===== config.mk =====
export PLATFORM = sky130hd
export DESIGN_NAME = wb_stage
export DESIGN_NICKNAME = d
export VERILOG_FILES = /design/src/rtl/riscv_consts.sv /design/src/rtl/wb_stage_load_extract.sv /design/src/rtl/wb_stage.sv
export SDC_FILE = /design/constraint.sdc
export NUM_CORES = 1
export LEC_CHECK = 0
export BUFFER_PORTS_ARGS = -buffer_cell sky130_fd_sc_hd__buf_2
export CORE_MARGIN = 4
export CORE_UTILIZATION = 50
export CTS_CLUSTER_DIAMETER = 60
export CTS_CLUSTER_SIZE = 40
export DETAILED_ROUTE_END_ITERATION = 12
export MAX_ROUTING_LAYER = met4
export PLACE_DENSITY = 0.86
export SYNTH_ARGS = -nofsm -noshare
export SYNTH_HDL_FRONTEND = slang
export SYNTH_SLANG_ARGS = --single-unit

===== constraint.sdc =====
create_clock -name clk -period 8.31 [get_ports clk]
set_clock_uncertainty 0.2 [all_clocks]
set_input_delay 1.662 -clock clk [delete_from_list [all_inputs] [get_ports clk]]
set_output_delay 1.662 -clock clk [all_outputs]
set_load 0.02 [all_outputs]

===== src/rtl/riscv_consts.sv =====
// Shared RV32I encodings used by the writeback stage.
package riscv_consts;

  typedef enum logic [1:0] {
    WB_SEL_ALU  = 2'd0,
    WB_SEL_MEM  = 2'd1,
    WB_SEL_PC4  = 2'd2,
    WB_SEL_RSVD = 2'd3
  } wb_sel_e;

  typedef enum logic [2:0] {
    FUNCT3_LB  = 3'b000,
    FUNCT3_LH  = 3'b001,
    FUNCT3_LW  = 3'b010,
    FUNCT3_LBU = 3'b100,
    FUNCT3_LHU = 3'b101
  } funct3_e;

endpackage


===== src/rtl/wb_stage_load_extract.sv =====
// Combinational load alignment: picks byte/half/word by offset, extends, flags misalignment.
module load_extract
  import riscv_consts::*;
#(
  parameter int unsigned XLEN = 32
) (
  input  logic [XLEN-1:0] word,
  input  logic [2:0]      funct3,
  input  logic [1:0]      off,
  output logic [XLEN-1:0] data,
  output logic            misaligned
);

  logic [7:0]  ld_byte;
  logic [15:0] ld_half;

  always_comb begin
    ld_byte = word[7:0];
    case (off)
      2'd0:    ld_byte = word[7:0];
      2'd1:    ld_byte = word[15:8];
      2'd2:    ld_byte = word[23:16];
      default: ld_byte = word[31:24];
    endcase
    ld_half = off[1] ? word[31:16] : word[15:0];
  end

  // Unlisted funct3 codes behave exactly like LW, including the alignment rule.
  always_comb begin
    data       = word;
    misaligned = (off != 2'd0);
    case (funct3)
      FUNCT3_LB: begin
        data       = {{(XLEN-8){ld_byte[7]}}, ld_byte};
        misaligned = 1'b0;
      end
      FUNCT3_LBU: begin
        data       = {{(XLEN-8){1'b0}}, ld_byte};
        misaligned = 1'b0;
      end
      FUNCT3_LH: begin
        data       = {{(XLEN-16){ld_half[15]}}, ld_half};
        misaligned = off[0];
      end
      FUNCT3_LHU: begin
        data       = {{(XLEN-16){1'b0}}, ld_half};
        misaligned = off[0];
      end
      default: begin
        data       = word;
        misaligned = (off != 2'd0);
      end
    endcase
  end

endmodule


===== src/rtl/wb_stage.sv =====
// RV32I writeback stage: WB pipeline register, load data hold buffer,
// register-file write port, retired-instruction counter and sticky misalign flag.
module wb_stage
  import riscv_consts::*;
#(
  parameter int unsigned XLEN  = 32,
  parameter int unsigned CNT_W = 32
) (
  input  logic             clk,
  input  logic             rst,
  input  logic             stall,
  input  logic             flush,
  input  logic             ex_valid,
  input  logic [4:0]       ex_rd,
  input  logic             ex_reg_we,
  input  logic [1:0]       ex_wb_sel,
  input  logic [XLEN-1:0]  ex_alu_out,
  input  logic [XLEN-1:0]  ex_pc,
  input  logic [2:0]       ex_funct3,
  input  logic [XLEN-1:0]  dmem_rdata,
  output logic             rf_we,
  output logic [4:0]       rf_wa,
  output logic [XLEN-1:0]  rf_wd,
  output logic             fwd_valid,
  output logic             wb_valid,
  output logic [CNT_W-1:0] instret,
  output logic             load_misalign
);

  logic             valid_q, valid_d;
  logic [4:0]       rd_q, rd_d;
  logic             reg_we_q, reg_we_d;
  logic [1:0]       wb_sel_q, wb_sel_d;
  logic [XLEN-1:0]  alu_out_q, alu_out_d;
  logic [XLEN-1:0]  pc_q, pc_d;
  logic [2:0]       funct3_q, funct3_d;
  logic             hold_vld_q, hold_vld_d;
  logic [XLEN-1:0]  hold_word_q, hold_word_d;
  logic [CNT_W-1:0] instret_q, instret_d;
  logic             misalign_q, misalign_d;

  logic             is_mem;
  logic             retire;
  logic             ld_misaligned;
  logic [XLEN-1:0]  ld_word;
  logic [XLEN-1:0]  ld_data;

  assign is_mem  = (wb_sel_q == WB_SEL_MEM);
  assign retire  = valid_q & ~stall & ~flush;
  // dmem_rdata is only good in the first WB cycle; later stalled cycles use the captured copy.
  assign ld_word = hold_vld_q ? hold_word_q : dmem_rdata;

  load_extract #(.XLEN(XLEN)) u_load_extract (
    .word       (ld_word),
    .funct3     (funct3_q),
    .off        (alu_out_q[1:0]),
    .data       (ld_data),
    .misaligned (ld_misaligned)
  );

  always_comb begin
    valid_d     = valid_q;
    rd_d        = rd_q;
    reg_we_d    = reg_we_q;
    wb_sel_d    = wb_sel_q;
    alu_out_d   = alu_out_q;
    pc_d        = pc_q;
    funct3_d    = funct3_q;
    hold_vld_d  = hold_vld_q;
    hold_word_d = hold_word_q;
    if (flush) begin
      valid_d    = 1'b0;
      hold_vld_d = 1'b0;
    end else if (!stall) begin
      valid_d    = ex_valid;
      rd_d       = ex_rd;
      reg_we_d   = ex_reg_we;
      wb_sel_d   = ex_wb_sel;
      alu_out_d  = ex_alu_out;
      pc_d       = ex_pc;
      funct3_d   = ex_funct3;
      hold_vld_d = 1'b0;
    end else if (valid_q && is_mem && !hold_vld_q) begin
      hold_vld_d  = 1'b1;
      hold_word_d = dmem_rdata;
    end
    instret_d  = instret_q + CNT_W'(retire);
    misalign_d = misalign_q | (valid_q & is_mem & ld_misaligned);
  end

  always_ff @(posedge clk) begin
    if (rst) begin
      valid_q     <= 1'b0;
      rd_q        <= '0;
      reg_we_q    <= 1'b0;
      wb_sel_q    <= '0;
      alu_out_q   <= '0;
      pc_q        <= '0;
      funct3_q    <= '0;
      hold_vld_q  <= 1'b0;
      hold_word_q <= '0;
      instret_q   <= '0;
      misalign_q  <= 1'b0;
    end else begin
      valid_q     <= valid_d;
      rd_q        <= rd_d;
      reg_we_q    <= reg_we_d;
      wb_sel_q    <= wb_sel_d;
      alu_out_q   <= alu_out_d;
      pc_q        <= pc_d;
      funct3_q    <= funct3_d;
      hold_vld_q  <= hold_vld_d;
      hold_word_q <= hold_word_d;
      instret_q   <= instret_d;
      misalign_q  <= misalign_d;
    end
  end

  always_comb begin
    case (wb_sel_q)
      WB_SEL_MEM: rf_wd = ld_data;
      WB_SEL_PC4: rf_wd = pc_q + XLEN'(4);
      default:    rf_wd = alu_out_q;
    endcase
  end

  assign rf_we         = valid_q & reg_we_q & (rd_q != 5'd0) & ~(is_mem & ld_misaligned);
  assign rf_wa         = rd_q;
  assign fwd_valid     = rf_we;
  assign wb_valid      = valid_q;
  assign instret       = instret_q;
  assign load_misalign = misalign_q;

endmodule


* Word level (Yosys, flattened, before mapping)
Cells that the tools add are included.
** Operators by class
- $add $sub $neg :: 2
- Muxes and demuxes :: 6
- Equal/unequal tests :: 7
- Bitwise gates (word level) :: 12
- Reductions and logical operators :: 13
** Operator list (count)
- 32-bit case mux with 4 select lines :: 1
- 32-bit case mux with 2 select lines :: 1
- 32-bit by 1-bit adder with 32-bit output :: 1
- 32-bit by 3-bit adder with 32-bit output, second input constant :: 1
- 32-bit 2-to-1 mux :: 1
- 8-bit case mux with 3 select lines :: 1
- 16-bit 2-to-1 mux :: 1
- 1-bit AND :: 8
- 3-bit == test, second input constant :: 2
- 2-bit OR reduction :: 3
- 5-bit nonzero test :: 1
- 2-bit by 1-bit == test with 1-bit output, second input constant :: 2
- 2-bit == test, second input constant :: 2
- 3-bit by 1-bit == test with 1-bit output, second input constant :: 1
- 3-bit zero test :: 1
- 1-bit NOT :: 3
- 3-bit AND reduction :: 1
- 3-bit OR reduction :: 1
- 1-bit logical AND :: 2
- 2-bit zero test :: 1
- 1-bit case mux with 2 select lines :: 1
- 2-bit AND reduction :: 1
- 2-bit nonzero test :: 1
- 1-bit zero test :: 1
- 1-bit bitwise OR :: 1
** Storage, ports and cells
- Bits in registers :: 142
- Output and inout port bits :: 73

* Logic depth before layout (Yosys ltp)
Gate-level depths: netlist of the first run.
- Depth after elaboration :: 6
- Gate-level depth with buffers :: 11
- Depth with buffers taken out :: 9

* Cells and area by module
From an unflattened synthesis of the first run, not the netlist that was laid out.
** Second synthesis, totals
- Cells, all modules :: 1016
- Area, all modules :: 7742.4 µm²
** Modules (own cells, without submodules)
- wb_stage :: area an instance 6767.7 µm², seq. area each 2842.7 µm², cells an instance 880, times used 1
- load_extract :: area an instance 974.7 µm², seq. area each 0.0 µm², cells an instance 136, times used 1

* Least setup slack after synthesis of the first run
No wires, ideal clock.
- Kind :: input -> output
- From :: in dmem_rdata[31]
- To :: out rf_wd[28]
- Buffers on the path :: 0
- Data required time :: 6.448 ns
- Setup slack :: 3.387 ns
- Stages :: 5
- Arrival :: 3.061 ns
- Cells stage by stage :: mux4_2 > nor2_2 > nor4_1 > or3_1 > o32a_1
** On the way
- Longest elaborated chain between the ends :: 4
** RTL lines
- start: declaration :: RTL line wb_stage.sv:20 : input logic [XLEN-1:0] dmem_rdata,
- 32-bit 2-to-1 mux (*) :: RTL line wb_stage.sv:51 : assign ld_word = hold_vld_q ? hold_word_q : dmem_rdata;
- 8-bit case mux with 3 select lines / 16-bit 2-to-1 mux (equally long branches) :: RTL line wb_stage_load_extract.sv:19, wb_stage_load_extract.sv:25
- 32-bit case mux with 4 select lines (*) :: RTL line wb_stage_load_extract.sv:32 : case (funct3)
- 32-bit case mux with 2 select lines (*) :: RTL line wb_stage.sv:120 : case (wb_sel_q)
- end: declaration :: RTL line wb_stage.sv:23 : output logic [XLEN-1:0] rf_wd,
Mark *: on every way between the ends. The rest lies on a longest branch, timed or not.

* Worst setup path in the final report of the first run
- From :: in dmem_rdata[23]
- To :: out rf_wd[18]
** On the way
- Longest elaborated chain between the ends :: 4
** RTL lines
- 32-bit 2-to-1 mux :: RTL line wb_stage.sv:51
- 8-bit case mux with 3 select lines :: RTL line wb_stage_load_extract.sv:19 : case (off)
- 32-bit case mux with 4 select lines :: RTL line wb_stage_load_extract.sv:32
- 32-bit case mux with 2 select lines :: RTL line wb_stage.sv:120
No other way between the ends.

==> results.cfg, run 1 <==
[placed_design]
place_inst = 1259
gp_congestion = 0.9967
placed_cell_area_mm2 = 0.008272
portBuffers = 184
dp_hpwl_um = 16150

[yosys]
synth_warnings = 0
syn_nets = 1071
synth_cell_types = 56
synthCells = 954
muxShareOfSynthArea = 0.07072
synth_edf_count = 0
ys_seq_area_frac = 0.3872
async_flop_share = 0
synth-seq-cells = 142
synth_top_family_by_area = simple AND/OR/NAND/NOR gates
synth_area_per_cell_um2 = 7.696
synth_top_cell_by_area = dfxtp_1
synth_area_mm2 = 0.007342
synth-compound-area-share = 0.1622
synthTopCellsByArea = dfxtp_1 (39%), nand2_1 (14%), a21oi_1 (9.3%), mux2i_1 (4.8%), xor2_1 (4.8%)
synth.top_cell.area_share = 0.3872
yosys.area_share.simple = 0.2647
synth_adder_area_share = 0.008521
ys.flop_type = dfxtp_1
synth-xor-area-share = 0.06203

[floorplan]
rows = 44
initial_core_util = 0.5071
dieHeight_um = 129.2
dieArea_mm2 = 0.01669
core_area_mm2 = 0.01448
io_pins = 185
die_x_um = 129.2

[power_and_ir_drop]
p_total_uw = 1662
ir_drop_mv = 0.1660
powerDensity_mw_per_mm2 = 187.3
p_leak_uw = 0.003499

[routing]
route.detailed.drc = 0
vias = 7587
viasPerCell = 5.868
wl_per_cell_um = 17.64
routed_wl_um = 22810
first_pass_iters = 5
wl_met3_um = 2233
top_layer_used = met4
ant_nets = 0
met1_length_um = 8718
drt_iter0_markers = 762
route.met2.wl_um = 10870

[clocking]
cts_hold_buf = 0
cts.sinks = 142
numCtsBuffers = 17
ctsResizeCount = 0
cts_root_buf = clkbuf_16
path_clk_slew_ns = 0.06
clk_path_buf_depth = 2
cts_setup_buffers = 0
cts_tree = yes
insertion_delay_ns = 0.43
cts_max_level = 4

[finish]
areaGrowthSynthToFinish_pct = 20.88
design_area_mm2 = 0.008875
n_fill_cell = 1260
nets = 1211
stdcell_count = 1293
drive_above_1_share = 0.2204

[grt]
grt_max_degree = 77
track_usage = 0.2788
grt_pass1_wl_um = 35660
grt_remaining_overflow = 0
antenna_found_initial = 2
first_global_vias = 7104

[hold_path]
hold_path.class = reg -> reg
whs_endpoint = hold_word_q[26]$_SDFFE_PP0P_
hold_depth = 2
hp-start = hold_word_q[26]$_SDFFE_PP0P_

[timing]
slew_headroom = 0.1954
min_period_ns = 5.536
setup_violations = 0
post-route-period-util = 0.6662
drv_slew = 0
tightest_slew_ns = 1.207
rsz0062_at_grt = false
clock.fmax_mhz = 180.6
hold_violations = 0
fin_setup_tns_ns = 0
whs_ns = 0.2539

[setup_path]
r2r-end = instret[18]$_SDFF_PP0_
crit_buf_inv = 2
criticalPathCategory = in -> out
cp-end-kind = output port
crit_path_frequent_cell = buf_2
start_kind = input pin
r2r_slack_ns = 5.51
rr_worst_depth = 8
reg2reg_from = wb_valid$_SDFFE_PP0N_
cp.arrival_ns = 3.67
critPathRequiredTime_ns = 6.45
crit_path_cell_trace = buf_2 > mux2i_1 > and3_1 > o31ai_2 > and2_1 > a221o_1 > buf_2
slowest_delay_ns = 0.85
cp_max_fo = 12
cpLargestDelayFamily = compound AO/OA/AOI/OAI gates
cp_slowest_cell = o31ai_2

[run_status]
outcome = complete, no violations

[flow_run]
max-cap-violations = 0
==> cell usage after synthesis, types with 3 or more instances <==
master      n
nand3_1    22
nand2b_1    3
ha_1        5
a221o_1    10
nand4_1    20
and4_1      7
dfxtp_1   142
and3_1     11
nor3_1      8
or3_1       4
buf_1       3
a32oi_1     3
nand2_1   274
clkbuf_1   57
nor2_1     50
mux2i_1    35
and2_1      8
inv_1       8
xor2_1     40
mux4_2      6
nor2b_1     4
xnor2_1    12
nor4_1      3
buf_2       7
o211ai_1   18
a21oi_1   137
a221oi_1    7
o21ai_0    12
==> final cells by class <==
type | count | area (um^2) | share of cell area
Clock buffer | 18 | 439.2 | 0.04949
Timing Repair Buffer | 192 | 983.4 | 0.1108
Tap cell | 184 | 230.2 | 0.02594
Antenna cell | 2 | 5.005 | 0.0005639
Inverter | 8 | 30.03 | 0.003384
Multi-Input combinational cell | 733 | 4184 | 0.4715
Clock inverter | 14 | 158.9 | 0.01790
Sequential cell | 142 | 2844 | 0.3205
==> report_power, final <==
group / switching (uW) / internal (uW)
Clock: 315 / 455
Combinational: 110 / 63.6
Sequential: 20.0 / 698
==> stage by stage <==
step                setup slack, ns  utilization
CTS                           2.799       0.6126
detailed placement            2.806       0.5713
finish                        2.774       0.6129
global route                  2.695       0.6129
global placement              2.821       0.5713
floorplan                     3.387            -
==> registers in the layout, indices dropped and copies added, names as in the netlist <==
register       count
load_misalign      1
alu_out_q         32
hold_word_q       32
pc_q              32
wb_valid           1
instret           32
hold_vld_q         1
rf_wa              5
funct3_q           3
reg_we_q           1
wb_sel_q           2
==> worst register-to-register path, cell delays in order, from the launching register on <==
cell     delay (ns)
dfxtp_1        0.51
and2_1         0.19
ha_1           0.18
ha_1           0.21
nand2_1        0.12
nor4_2         0.81
nand4_1        0.21
xor2_1         0.21
nor2_1         0.05
==> cells by family (layout without fill, tap and decap cells) <==
group / count (synthesis) / after routing
buffers and inverters: 79 / 232
DFF: 142 / 142
AOI/OAI and AO/OA: 201 / 201
adders and majority gates: 5 / 5
muxes: 44 / 44
and+or+nand+nor: 431 / 431
other: 0 / 2
xor gates and xnor gates: 52 / 52
==> cells in the final DEF, fill, tap and decap left out, types with 8 or more instances in the layout <==
cell / netlist / routed
mux2i_1: 35 / 35
nand4_1: 20 / 20
xor2_1: 40 / 40
a21oi_1: 137 / 137
nand3_1: 22 / 22
a221o_1: 10 / 10
buf_4: 2 / 9
and3_1: 11 / 11
o211ai_1: 18 / 18
inv_1: 8 / 8
nand2_1: 274 / 274
and2_1: 8 / 8
xnor2_1: 12 / 12
clkbuf_16: 0 / 17
nor2_1: 50 / 49
dfxtp_1: 142 / 141
o21ai_0: 12 / 12
buf_2: 7 / 183
nor3_1: 8 / 8
==> routing by layer <==
metal | vias to the layer above | global-route usage
li1 | 3571 | -
met1 | 3488 | 0.3419
met2 | 444 | 0.4360
met3 | 84 | 0.06224
met4 | 0 | 0.1334
met5 | - | -
==> worst max path at each step <==
stage | depth (start not counted) | endpoint | startpoint
6_report | 7 | rf_wd[18] | dmem_rdata[23]
5_1_grt | 7 | rf_wd[18] | dmem_rdata[23]
4_1_cts | 7 | rf_wd[18] | dmem_rdata[23]
3_5_place_dp | 7 | rf_wd[18] | dmem_rdata[23]
3_3_place_gp | 7 | rf_wd[18] | dmem_rdata[23]
2_1_floorplan | 5 | rf_wd[28] | dmem_rdata[31]
No activity file was read; power rests on OpenSTA's default activity.
==> run 2: changes to the inputs <==
==> constraint.sdc (replaced) <==
create_clock -name clk -period 5.3 [get_ports clk]
set_clock_uncertainty 0.2 [all_clocks]
set_input_delay 1.06 -clock clk [delete_from_list [all_inputs] [get_ports clk]]
set_output_delay 1.06 -clock clk [all_outputs]
set_load 0.02 [all_outputs]
==> run 2 against run 1 <==
  * Highest routed layer unchanged
  * Via count is 0.20% lower
  * Combinational power is 57% higher
  * Design area is 0.21% higher
  * Core utilization is 0.13 points higher
  * Largest power group unchanged
  * Hold slack hardly changed
  * Critical endpoint is now rf_wd[17]
  * Total power is 60% higher
  * Critical path depth stayed put
  * Global-route usage is 0.41 points lower
==> results.cfg, run 2 (synthesis gave the netlist of run 1 again) <==
[run_status]
outcome = complete, no violations

[setup_path]
critPathRequiredTime_ns = 4.04
criticalPathCategory = reg -> out
rr_worst_depth = 8
cp_max_fo = 21
cp.arrival_ns = 3.10
cp_slowest_cell = dfxtp_1
reg2reg_from = wb_valid$_SDFFE_PP0N_
crit_path_frequent_cell = buf_2
cp-end-kind = output port
r2r-end = instret[30]$_SDFF_PP0_
r2r_slack_ns = 2.51
slowest_delay_ns = 0.89
start_kind = register
crit_path_cell_trace = nor3_1 > a211o_1 > o31ai_1 > buf_2 > a221oi_1 > a21oi_1 > buf_2

[clocking]
cts_setup_buffers = 0
clk_path_buf_depth = 2
cts_root_buf = clkbuf_16
cts_tree = yes
path_clk_slew_ns = 0.06
ctsResizeCount = 0
cts.sinks = 142
numCtsBuffers = 17
cts_hold_buf = 0
cts_max_level = 4
insertion_delay_ns = 0.42

[timing]
clock.fmax_mhz = 229.4
hold_violations = 0
drv_slew = 0
setup_violations = 0
slew_headroom = 0.2425
min_period_ns = 4.359
tightest_slew_ns = 1.136
whs_ns = 0.2536
post-route-period-util = 0.8225
fin_setup_tns_ns = 0
rsz0062_at_grt = false

[power_and_ir_drop]
p_leak_uw = 0.003506
powerDensity_mw_per_mm2 = 298.1
ir_drop_mv = 0.2478

[hold_path]
hold_path.class = reg -> reg
whs_endpoint = hold_word_q[22]$_SDFFE_PP0P_
hp-start = hold_word_q[22]$_SDFFE_PP0P_
hold_depth = 2

[floorplan]
initial_core_util = 0.5071
core_area_mm2 = 0.01448
dieHeight_um = 129.2
die_x_um = 129.2
dieArea_mm2 = 0.01669
io_pins = 185
rows = 44

[grt]
antenna_found_initial = 1
track_usage = 0.2747
first_global_vias = 6921
grt_pass1_wl_um = 35430
grt_remaining_overflow = 0
grt_max_degree = 96

[finish]
mostFrequentLayoutCell = nand2_1
layout_common_cells = nand2_1 (274), buf_2 (184), dfxtp_1 (141)
areaGrowthSynthToFinish_pct = 21.13
stdcell_count = 1293
drive_above_1_share = 0.2202
nets = 1212

[routing]
first_pass_iters = 8
drt_iter0_markers = 740
vias = 7572
route.detailed.drc = 0
viasPerCell = 5.856
ant_nets = 0
routed_wl_um = 22680
wl_per_cell_um = 17.54

[placed_design]
place_inst = 1260
dp_hpwl_um = 16040
gp_congestion = 0.9984
portBuffers = 184

[flow_run]
max-cap-violations = 0
run 2: worst max-delay path by stage:
stage | startpoint | end | slack (ns) | depth (start not counted)
CTS | alu_out_q[1]$_SDFFE_PP0P_ | rf_wd[17] | 1.05 | 7
finish | alu_out_q[1]$_SDFFE_PP0P_ | rf_wd[17] | 0.94 | 7
global placement | dmem_rdata[7] | rf_wd[18] | 0.63 | 7
global route | alu_out_q[1]$_SDFFE_PP0P_ | rf_wd[17] | 0.74 | 7
floorplan | dmem_rdata[31] | rf_wd[28] | 1.58 | 5
detailed placement | dmem_rdata[15] | rf_wd[28] | 1.25 | 7
run 2: per-stage QoR:
step | utilization | total power (uW) | cell area [um^2] | setup slack (ns)
after global routing | 0.6142 | 2738 | 8894 | 0.7351
after CTS | 0.6141 | 2659 | 8891 | 1.048
after global placement | 0.5709 | 1411 | 8267 | 0.6345
final | 0.6142 | 2651 | 8894 | 0.9409
after floorplan | - | 1301 | 7342 | 1.581
after detailed placement | 0.5713 | 1415 | 8272 | 1.246
run 2: metal layers:
layer | part of all wire | GRT usage
met3 | 0.091 | 0.07296
met4 | 0.037 | 0.1081
met1 | 0.40 | 0.3369
met2 | 0.48 | 0.4326
met5 | 0 | -
run 2: layout make-up:
cell class | count | area, um^2
Fill cell | 1247 | 5585
Timing Repair Buffer | 193 | 988.4
Multi-Input combinational cell | 733 | 4179
Sequential cell | 142 | 2844
Clock inverter | 14 | 180.2
Antenna cell | 1 | 2.502
Tap cell | 184 | 230.2
Clock buffer | 18 | 439.2
Inverter | 8 | 30.03
run 2: worst max-delay path: cells and delay by family, from the launching register on:
family | cells | cell delay [ns]
buffers and inverters | 2 | 0.52
DFF | 1 | 0.89
AOI/OAI and AO/OA | 4 | 1.14
and+or+nand+nor | 1 | 0.13
run 2: report_power, final:
group | switching, uW | internal [uW] | total, uW
clock | 490 | 761 | 1250
combinational | 173 | 100 | 273
sequential | 32.3 | 1090 | 1130
total | 695 | 1960 | 2650
==> run 3: changes to the inputs <==
--- a/config.mk
+++ b/config.mk
@@ -5,14 +5,15 @@
 export SDC_FILE = /design/constraint.sdc
 export NUM_CORES = 1
 export LEC_CHECK = 0
+export ABC_AREA = 1
 export BUFFER_PORTS_ARGS = -buffer_cell sky130_fd_sc_hd__buf_2
 export CORE_MARGIN = 4
-export CORE_UTILIZATION = 50
+export CORE_UTILIZATION = 49
 export CTS_CLUSTER_DIAMETER = 60
 export CTS_CLUSTER_SIZE = 40
 export DETAILED_ROUTE_END_ITERATION = 12
 export MAX_ROUTING_LAYER = met4
-export PLACE_DENSITY = 0.86
+export PLACE_DENSITY = 0.87
 export SYNTH_ARGS = -nofsm -noshare
 export SYNTH_HDL_FRONTEND = slang
 export SYNTH_SLANG_ARGS = --single-unit
==> constraint.sdc (replaced) <==
create_clock -name clk -period 4 [get_ports clk]
set_clock_uncertainty 0.2 [all_clocks]
set_input_delay 0.8 -clock clk [delete_from_list [all_inputs] [get_ports clk]]
set_output_delay 0.8 -clock clk [all_outputs]
set_load 0.02 [all_outputs]
==> run 3 against run 2 <==
  * Combinational power is 110% higher
  * Largest cell class unchanged
  * Total power grew 34%
  * Cell count up 29%
  * Hold slack worse by 0.0055 ns
  * Global-route usage up 2.5 points
  * Highest routed layer unchanged
  * Routed wire length increased by 18%
  * Sequential power up 35%
  * Non-clock buffer count increased by 4
  * Setup slack worse by 0.68 ns
  * Flip-flop and latch count stayed put
  * Critical path type unchanged
==> results.cfg, run 3 <==
[finish]
mostFrequentLayoutCell = nand2_1
areaGrowthSynthToFinish_pct = 19.77
design_area_mm2 = 0.009567
layout_common_cells = nand2_1 (303), nor2_1 (269), buf_2 (184)
nets = 1549
drive_above_1_share = 0.1848

[placed_design]
dp_hpwl_um = 19910
place_ws_ns = 0.7627
portBuffers = 184
placed_cell_area_mm2 = 0.009020
gp_congestion = 0.9800

[setup_path]
criticalPathCategory = reg -> out
critPathRequiredTime_ns = 3.00
cp-end-kind = output port
cp_max_fo = 23
cp.arrival_ns = 2.74
start_kind = register

[floorplan]
die_x_um = 135.7
dieArea_mm2 = 0.01841
dieHeight_um = 135.7
core_area_mm2 = 0.01594
io_pins = 185
rows = 46
initial_core_util = 0.5010

[power_and_ir_drop]
p_leak_uw = 0.004378
ir_drop_mv = 0.3246
powerDensity_mw_per_mm2 = 371.8
p_total_uw = 3557

[yosys]
synth_warnings = 0
syn_nets = 1398
synthTopCellsByArea = dfxtp_1 (36%), nand2_1 (14%), nor2_1 (13%), o21ai_0 (8.5%), a21oi_1 (4.4%)
synth-seq-cells = 142
ys_seq_area_frac = 0.3559
synth_area_per_cell_um2 = 6.235
synth_area_mm2 = 0.007988
synth_cell_types = 46
synthCells = 1281
async_flop_share = 0
ys.flop_type = dfxtp_1
synth_common_cells = nand2_1 (303), nor2_1 (270), dfxtp_1 (142)
synth_edf_count = 0
synth.top_cell.area_share = 0.3559
synth_top_cell_by_area = dfxtp_1
synth_most_common_cell = nand2_1

[grt]
grt_max_degree = 96
first_global_vias = 8384
grt_remaining_overflow = 0
track_usage = 0.3000
antenna_found_initial = 1
grt_pass1_wl_um = 42300

[timing]
fin_setup_tns_ns = 0
rsz0062_at_grt = false
min_period_ns = 3.739
tightest_slew_ns = 0.9586
drv_slew = 0
post-route-period-util = 0.9346
hold_violations = 0
setup_violations = 0
slew_headroom = 0.3609
worst_slack_ns = 0.2615
clock.fmax_mhz = 267.5

[clocking]
cts.sinks = 142
cts_hold_buf = 0
clk_path_buf_depth = 2
cts_setup_buffers = 0
path_clk_slew_ns = 0.06
ctsResizeCount = 0
insertion_delay_ns = 0.43
cts_tree = yes
cts_max_level = 4
cts_root_buf = clkbuf_16
numCtsBuffers = 17

[routing]
drt_iter0_markers = 921
ant_nets = 0
route.detailed.drc = 0
routed_wl_um = 26720
vias = 9011
first_pass_iters = 6
wl_per_cell_um = 16.08
viasPerCell = 5.422

[run_status]
outcome = complete, no violations

[hold_path]
hold_path.class = reg -> reg

[flow_run]
max-cap-violations = 0
[run 3: cell type report]
class,instances,area [um^2]
flip-flops and latches,142,2843
multi-input cells,985,4554
repair buffers,197,1018
inverters,89,334.1
clock inverters,12,87.58
clock buffers,20,456.7
diodes,1,2.502
fillers,1575,6376
well taps,216,270.3
[run 3: cells by family after synthesis]
kind of cell,after synthesis,synth area share
simple gates,726,0.3896
compound gates,244,0.1595
buf+inv,154,0.07550
flops,142,0.3559
xor+xnor,5,0.005482
mux,5,0.006266
fa+ha+maj,5,0.007832
[run 3: worst paths after layout]
path / startpoint / to / slack (ns) / depth (start not counted)
worst min register to register: hold_word_q[11]$_SDFFE_PP0P_ / hold_word_q[11]$_SDFFE_PP0P_ / 0.25 / 2
worst max-delay path: alu_out_q[1]$_SDFFE_PP0P_ / rf_wd[17] / 0.26 / 11
worst max register to register: wb_valid$_SDFFE_PP0N_ / instret[20]$_SDFF_PP0_ / 1.44 / 13
worst min-delay path: hold_word_q[11]$_SDFFE_PP0P_ / hold_word_q[11]$_SDFFE_PP0P_ / 0.25 / 2
[run 3: metal layers]
layer,vias up,wire [um],global-route usage
met5,-,0,-
met4,0,1013,0.1299
met3,59,2356,0.06129
met2,428,11820,0.4502
met1,4072,11530,0.3931
li1,4452,-,-
[run 3: stage by stage]
step / util / instances / hold WS (ns)
finish: 0.6001 / 1662 / 0.2482
global route: 0.6001 / 1662 / 0.2803
CTS: 0.5999 / 1661 / 0.2521
detailed placement: 0.5658 / 1629 / 0.2431
global placement: 0.5658 / 1629 / 0.2361
floorplan: - / 1281 / 0.2292
[run 3: critical path: stages (launching register included)]
cell and delay [ns]:
dfxtp_1 0.84, inv_1 0.27, nor2_1 0.16, nand2_1 0.06, nand4_1 0.14, nand3_4 0.16, nand3_4 0.20, nand3_1 0.10
nand2_1 0.09, nand2_1 0.06, nand2_1 0.05, buf_2 0.15
[run 3: power breakdown]
part	internal [uW]	leakage (uW)	switching [uW]	total, uW
Clock	827	0.000255	649	1480
Combinational	186	0.00296	374	560
Sequential	1470	0.00116	52.9	1520
